===== src/rtl/rom_boot_loader.sv =====
// Boot-data consumer: takes 32-bit words over a four-phase req/ack handshake
// and writes them MSB-first, one byte at a time, into the SRAM ROM area.
module rom_boot_loader #(
  parameter int                    ADDR_WIDTH  = 19,
  parameter logic [ADDR_WIDTH-1:0] BASE_ADDR   = '0,
  parameter int                    TOTAL_BYTES = 49152,
  parameter int                    WR_PULSE    = 1
) (
  input  logic                  clk,
  input  logic                  reset_n,
  input  logic                  host_reset,
  input  logic [31:0]           host_bootdata,
  input  logic                  host_bootdata_req,
  output logic                  host_bootdata_ack,
  output logic [ADDR_WIDTH-1:0] romwrite_addr,
  output logic [7:0]            romwrite_data,
  output logic                  romwrite_wr,
  output logic                  rom_initialised
);

  localparam int CW = ADDR_WIDTH + 1;
  localparam int PW = (WR_PULSE > 1) ? $clog2(WR_PULSE) : 1;
  localparam logic [CW-1:0] TOTAL      = CW'(TOTAL_BYTES);
  localparam logic [PW-1:0] PULSE_LAST = PW'(WR_PULSE - 1);

  typedef enum logic [2:0] {
    ST_IDLE, ST_SETUP, ST_PULSE, ST_HOLD, ST_RELEASE, ST_DONE
  } state_t;

  state_t          state_reg;
  logic [31:0]     word_reg;
  logic [1:0]      idx_reg;
  logic [CW-1:0]   count_reg;
  logic [PW-1:0]   pulse_reg;

  logic [7:0]            word_bytes [4];
  logic [CW-1:0]         count_inc;
  logic [1:0]            idx_inc;
  logic [ADDR_WIDTH-1:0] addr_cur;
  logic [ADDR_WIDTH-1:0] addr_inc;

  // Byte 0 is the most significant byte of the latched word.
  generate
    for (genvar gi = 0; gi < 4; gi++) begin : g_bytes
      assign word_bytes[gi] = word_reg[31-8*gi -: 8];
    end
  endgenerate

  assign count_inc = count_reg + 1'b1;
  assign idx_inc   = idx_reg + 2'd1;
  // The address wraps modulo 2^ADDR_WIDTH; the counter's top bit only feeds the length compare.
  assign addr_cur  = BASE_ADDR + count_reg[ADDR_WIDTH-1:0];
  assign addr_inc  = BASE_ADDR + count_inc[ADDR_WIDTH-1:0];

  always_ff @(posedge clk or negedge reset_n) begin
    if (!reset_n) begin
      state_reg         <= ST_IDLE;
      word_reg          <= '0;
      idx_reg           <= '0;
      count_reg         <= '0;
      pulse_reg         <= '0;
      host_bootdata_ack <= 1'b0;
      romwrite_addr     <= BASE_ADDR;
      romwrite_data     <= '0;
      romwrite_wr       <= 1'b0;
      rom_initialised   <= 1'b0;
    end else if (host_reset) begin
      // An in-flight byte is abandoned, not completed.
      state_reg         <= ST_IDLE;
      count_reg         <= '0;
      pulse_reg         <= '0;
      host_bootdata_ack <= 1'b0;
      romwrite_wr       <= 1'b0;
      rom_initialised   <= 1'b0;
    end else begin
      case (state_reg)
        ST_IDLE: begin
          if (host_bootdata_req && !host_bootdata_ack) begin
            word_reg          <= host_bootdata;
            idx_reg           <= 2'd0;
            host_bootdata_ack <= 1'b1;
            romwrite_addr     <= addr_cur;
            romwrite_data     <= host_bootdata[31:24];
            state_reg         <= ST_SETUP;
          end
        end
        ST_SETUP: begin
          romwrite_wr <= 1'b1;
          pulse_reg   <= '0;
          state_reg   <= ST_PULSE;
        end
        ST_PULSE: begin
          if (pulse_reg == PULSE_LAST) begin
            romwrite_wr <= 1'b0;
            state_reg   <= ST_HOLD;
          end else begin
            pulse_reg <= pulse_reg + 1'b1;
          end
        end
        ST_HOLD: begin
          count_reg <= count_inc;
          if (count_inc == TOTAL) begin
            // Remaining bytes of a partial final word are dropped here.
            rom_initialised <= 1'b1;
            state_reg       <= ST_RELEASE;
          end else if (idx_reg != 2'd3) begin
            idx_reg       <= idx_inc;
            romwrite_addr <= addr_inc;
            romwrite_data <= word_bytes[idx_inc];
            state_reg     <= ST_SETUP;
          end else begin
            state_reg <= ST_RELEASE;
          end
        end
        ST_RELEASE: begin
          if (!host_bootdata_req) begin
            host_bootdata_ack <= 1'b0;
            state_reg         <= rom_initialised ? ST_DONE : ST_IDLE;
          end
        end
        ST_DONE: begin
          host_bootdata_ack <= 1'b0;
          romwrite_wr       <= 1'b0;
        end
        default: begin
          state_reg <= ST_IDLE;
        end
      endcase
    end
  end

endmodule


===== config.mk =====
export PLATFORM = sky130hd
export DESIGN_NAME = rom_boot_loader
export DESIGN_NICKNAME = d
export VERILOG_FILES = /design/src/rtl/rom_boot_loader.sv
export SDC_FILE = /design/constraint.sdc
export NUM_CORES = 1
export LEC_CHECK = 0
export ABC_AREA = 1
export ABC_CLOCK_PERIOD_IN_PS = 2650
export CAP_MARGIN = 30
export CORE_AREA = 2 2 126 128
export DETAILED_ROUTE_END_ITERATION = 6
export DIE_AREA = 0 0 128 130
export GPL_TIMING_DRIVEN = 1
export SLEW_MARGIN = 25
export SYNTH_ARGS = -nofsm -noshare
export SYNTH_HDL_FRONTEND = slang
export SYNTH_SLANG_ARGS = --single-unit

===== constraint.sdc =====
create_clock -name clk -period 2.65 [get_ports clk]
set_input_delay 0.265 -clock clk [delete_from_list [all_inputs] [get_ports clk]]
set_output_delay 0.265 -clock clk [all_outputs]
set_load 0.01 [all_outputs]

# Word-level counts from Yosys, hierarchy flattened
# Cells that the tools add are included.
# totals
reg_bits	88
latchBits	0
ramBits	0
mem_bits_ro	0
inputBits	36
out_inout_bits	30
elab_cells	83
mem_count	0
# op_classes
n_addsub	3
multipliers	0
n_div	0
n_lt_le_gt_ge	1
n_eq_ne	14
shift	0
n_mux	38
bitwise	2
n_reduce_logical	15
# ops
op	n
two-way mux 19 bit	3
two-way mux 20 bit	2
two-way mux 8 bit	5
case mux 19 bit (2 select lines)	1
two-way mux 3 bit	7
adder 20 x 1 -> 20 bit, second input constant	1
equality test 20 x 16 -> 1 bit, second input constant	1
case mux 3 bit (6 select lines)	1
binary-select mux 8 bit (select 2 bit)	1
case mux 8 bit (2 select lines)	1
two-way mux 1 bit	10
!= test 2 bit, second input constant	5
!= test 3 bit, second input constant	3
nonzero test 4 bit	2
equality test 3 x 2 -> 1 bit, second input constant	2
equality test 3 bit, second input constant	2
two-way mux 2 bit	3
case mux 1 bit (3 select lines)	2
AND reduction 3 bit	2
nonzero test 2 bit	3
AND reduction 5 bit	1
case mux 2 bit (2 select lines)	1
AND reduction 2 bit	2
AND reduction 4 bit	1
11 further kinds	11

# Depth between registers and ports, before layout
# depth
depth_word	8
depth_mapped	16
depth_no_buf	15

# Worst setup path before layout
# No wires, ideal clock.
# synth_path
path_type	reg-to-reg
start	reg count_reg[0]
end	reg romwrite_addr[5]
setup_ns	0.117
arrival_time_ns	1.887
t_required_ns	2.533
slack_ns	0.646
stages_incl_launch_ff	15
path_buffers	2
period_less_slack_ns	2.004
path_cell_list	dfrtp_1 ha_1 nand2_1 nor2_2 nand3_1 nor2_1 nor2_1 nor2_1 nand2_1 nor2_2 nand4_1 buf_2 buf_6 nand3_1 nand2_1
# synth_between
elab_chain_cells	4
elab_cells_between_ends	7
classes_between	add/sub: 1; eq/ne: 2; mux: 3; reduce/logical: 1
# synth_lines
element	line_no	source
start: declaration	33	logic [CW-1:0] count_reg;
start signal: assignment	101	count_reg <= count_inc;
adder 20 x 1 -> 20 bit (*)	49	assign count_inc = count_reg + 1'b1;
equality test 20 x 16 -> 1 bit / two-way mux 19 bit (equally long branches)	102, 106	
!= test 2 bit (no line) / two-way mux 19 bit (equally long branches)	--	
AND reduction 5 bit (no line) / case mux 19 bit (2 select lines) (equally long branches)	--	
end signal: assignment	82	romwrite_addr <= addr_cur;
end signal: assignment	108	romwrite_addr <= addr_inc;
end: declaration	15	output logic [ADDR_WIDTH-1:0] romwrite_addr,
# Mark *: on every way between the ends. The rest lies on a longest branch, timed or not. The select of a mux whose other input is x is not followed.
# A chain may end at the register's enable or synchronous reset.

# Final worst setup path
# layout_path
start	reg count_reg[0]
end	reg romwrite_addr[8]
# The elaborated chain is that of the path after synthesis.

==> results.json <==
{
  "ys_warn_count": 0,
  "stdcell_count": 885,
  "place.gp.congestion": 0.870,
  "dp_cells": 867,
  "via_count": 3975,
  "avgSynthCellArea_um2": 7.21,
  "first_pass_iters": 4,
  "cts_tree": "yes",
  "hold_viol": 0,
  "crit_chain": "ha_1, nand2_1, nor2_2, nand3_1, nor2_1, nor2_1, nor2_1, nand2_1, nor2_2, nand4_1, buf_4, nand3_1, nand2_1",
  "synth-seq-area-share_pct": 48.1,
  "fp.dieW_um": 128,
  "fin_tns_setup_ns": 0,
  "synth_area_um2": 4520,
  "fin_skew_ns": 0.00601,
  "cts_post_setup_buffers_inserted": 0,
  "largest_reg_flops": 32,
  "root_buffer": "clkbuf_16",
  "syn_inst": 627,
  "cp_slowest_stage_delay_ns": 0.40,
  "drt-initial-drc-count": 245,
  "cp-end-kind": "flop",
  "ant_nets": 0,
  "drive_above_1_share_pct": 5.05,
  "core_um2": 15400,
  "cts.htree.levels": 3,
  "track_usage_pct": 14.4,
  "fill_cells": 1629,
  "clkTransAtPathRegs_ns": 0.06,
  "cts_inserted_buffers": 9,
  "worstMarginPinSlew_ns": 0.546,
  "synth_fp_nets": 665,
  "fmax_mhz": 447,
  "cp_data_arrival_time_ns": 2.47,
  "port_buffers": 65,
  "viasPerCell": 4.49,
  "slew_headroom_pct": 63.6,
  "critPathTopFamily": "simple AND/OR/NAND/NOR gates",
  "start_util_pct": 29.3,
  "cts_sinks": 87,
  "ir_worst_vdd_v": 0.000325,
  "path_class": "reg2reg",
  "grt_max_degree": 88,
  "dieArea_um2": 16600,
  "worst_setup_path_start_kind": "flop",
  "dp_hpwl_um": 7690,
  "status": "complete, no violations",
  "wire_per_inst_um": 12.6,
  "first_global_vias": 3838,
  "cp.required_ns": 2.88,
  "crit_buf_inv": 1,
  "die_height_um": 130,
  "post_cts_resized": 0,
  "rows": 46,
  "rsz0062_at_grt": "no",
  "grt_pass1_wl_um": 18900,
  "ioPinCount": 66,
  "fin_crit_ns": 2.24,
  "final-max-slew-violation-count": 0,
  "syn2layout_area_growth_pct": 26.9,
  "hp-class": "in2reg",
  "max_cap_viol_count": 0,
  "antennaDiodeCount": 0,
  "pwr_density_cell_nw_per_um2": 744,
  "wirelength_um": 11200,
  "cts.path.max_buffers": 2,
  "leakagePower_nw": 2.82,
  "final-setup-viol-count": 0,
  "cpMaxStageDelayCell": "dfrtp_1",
  "fin_nets": 726,
  "yosysUniqueCellTypes": 24,
  "antenna_found_initial": 0,
  "synth-seq-cells": 87,
  "clk_latency_ns": 0.34,
  "grt.overflow.total": 0,
  "cp_max_fo": 29,
  "drc": 0,
  "period_share_pct": 84.4
}
## through the flow
stage,power [W],hold WS [ns],util (%),setup WS [ns],area [µm²]
floorplan,0.00249,-0.0306,-,0.646,4520
global placement,0.00296,0.346,35.0,0.462,5400
detailed placement,0.00298,0.349,35.0,0.410,5400
CTS,0.00432,0.453,37.1,0.399,5730
global route,0.00455,0.461,37.2,0.114,5740
finish,0.00427,0.460,37.2,0.413,5740
## layout make-up
| cell class | instances | area (µm²) | area share (%) |
|---|---|---|---|
| Multi-Input combinational cell | 454 | 2010 | 35.1 |
| Timing Repair Buffer | 78 | 781 | 13.6 |
| Inverter | 58 | 218 | 3.79 |
| Clock buffer | 14 | 274 | 4.77 |
| Clock inverter | 2 | 37.5 | 0.654 |
| Tap cell | 192 | 240 | 4.18 |
| Sequential cell | 87 | 2180 | 37.9 |
## kinds of logic after synthesis
| family | after synthesis | synth area share (%) |
|---|---|---|
| simple gates | 390 | 34.6 |
| fa+ha+maj | 2 | 0.553 |
| buf+inv | 86 | 7.75 |
| flops | 87 | 48.1 |
| compound gates | 56 | 7.80 |
| xor+xnor | 6 | 1.16 |
## power breakdown
group	switching (W)	total, W	internal (W)
logic	0.000601	0.00109	0.000493
registers	0.000202	0.00185	0.00165
clock network	0.000515	0.00132	0.000809
total	0.00132	0.00427	0.00295
## repair_timing
action | in CTS | in global routing
hold buffers | 1 | 0
setup endpoints to repair | 0 | 0
endpoints found under the hold margin | 24 | 0
## path summary, 6_finish.rpt
kind | start | end | slack, ns | depth (start not counted)
worst max-delay path | count_reg[0] | romwrite_addr[8] | 0.41 | 13
worst min-delay path | host_bootdata[1] | word_bytes[1] | 0.46 | 3
worst max register to register | count_reg[0] | romwrite_addr[8] | 0.41 | 13
worst min register to register | romwrite_addr[11] | romwrite_addr[11] | 0.47 | 2
max in group asynchronous | reset_n | rom_initialised | 1.73 | 3
min in group asynchronous | reset_n | romwrite_addr[15] | 0.47 | 3
## metal layers
layer | up-vias | wire length, µm | GRT usage, %
met5 | - | 0 | 0
li1 | 2082 | - | -
met4 | 0 | 112 | 4.20
met2 | 81 | 5230 | 23.2
met1 | 1803 | 5270 | 19.6
met3 | 9 | 572 | 2.95
## synth_stat cells
master    number  area [µm²]
nand2_1      266         998
dfrtp_1       87        2180
nor2_1        61         229
inv_1         58         218
nand3_1       43         215
o21ai_0       24         120
clkbuf_1      20        75.1
o21a_1        12        90.1
a21oi_1       10        50.1
nand4_1        9        56.3
a32o_1         7        70.1
nor2_2         5        31.3
buf_2          4        20.0
xor2_1         4        35.0
buf_6          3        33.8
nor3_1         3        15.0
a211oi_1       2        15.0
ha_1           2        25.0
xnor2_1        2        17.5
and2_1         1        6.26
buf_1          1        3.75
nand3b_1       1        7.51
o211ai_1       1        7.51
or2_2          1        6.26
## layout by cell type (no fill, tap or decap), drive strengths merged
| cell | n |
|---|---|
| or2 | 1 |
| o211ai | 1 |
| nor3 | 3 |
| dlygate4sd3 | 1 |
| clkbuf | 14 |
| nor2 | 66 |
| xnor2 | 2 |
| clkdlybuf4s50 | 64 |
| nand4 | 9 |
| nand2 | 266 |
| ha | 2 |
| nand3 | 43 |
| inv | 58 |
| dfrtp | 87 |
| buf | 13 |
| o21a | 12 |
| bufinv | 1 |
| a211oi | 2 |
| nand3b | 1 |
| a32o | 7 |
| and2 | 1 |
| o21ai | 24 |
| a21oi | 10 |
| xor2 | 4 |
| clkinvlp | 1 |
## worst reg2reg max path, stage by stage, from the launching register on
cell	delay [ns]
dfrtp_1	0.40
ha_1	0.25
nand2_1	0.11
nor2_2	0.21
nand3_1	0.14
nor2_1	0.11
nor2_1	0.04
nor2_1	0.13
nand2_1	0.08
nor2_2	0.10
nand4_1	0.11
buf_4	0.26
nand3_1	0.13
nand2_1	0.05
No activity file was read; power rests on OpenSTA's default activity.
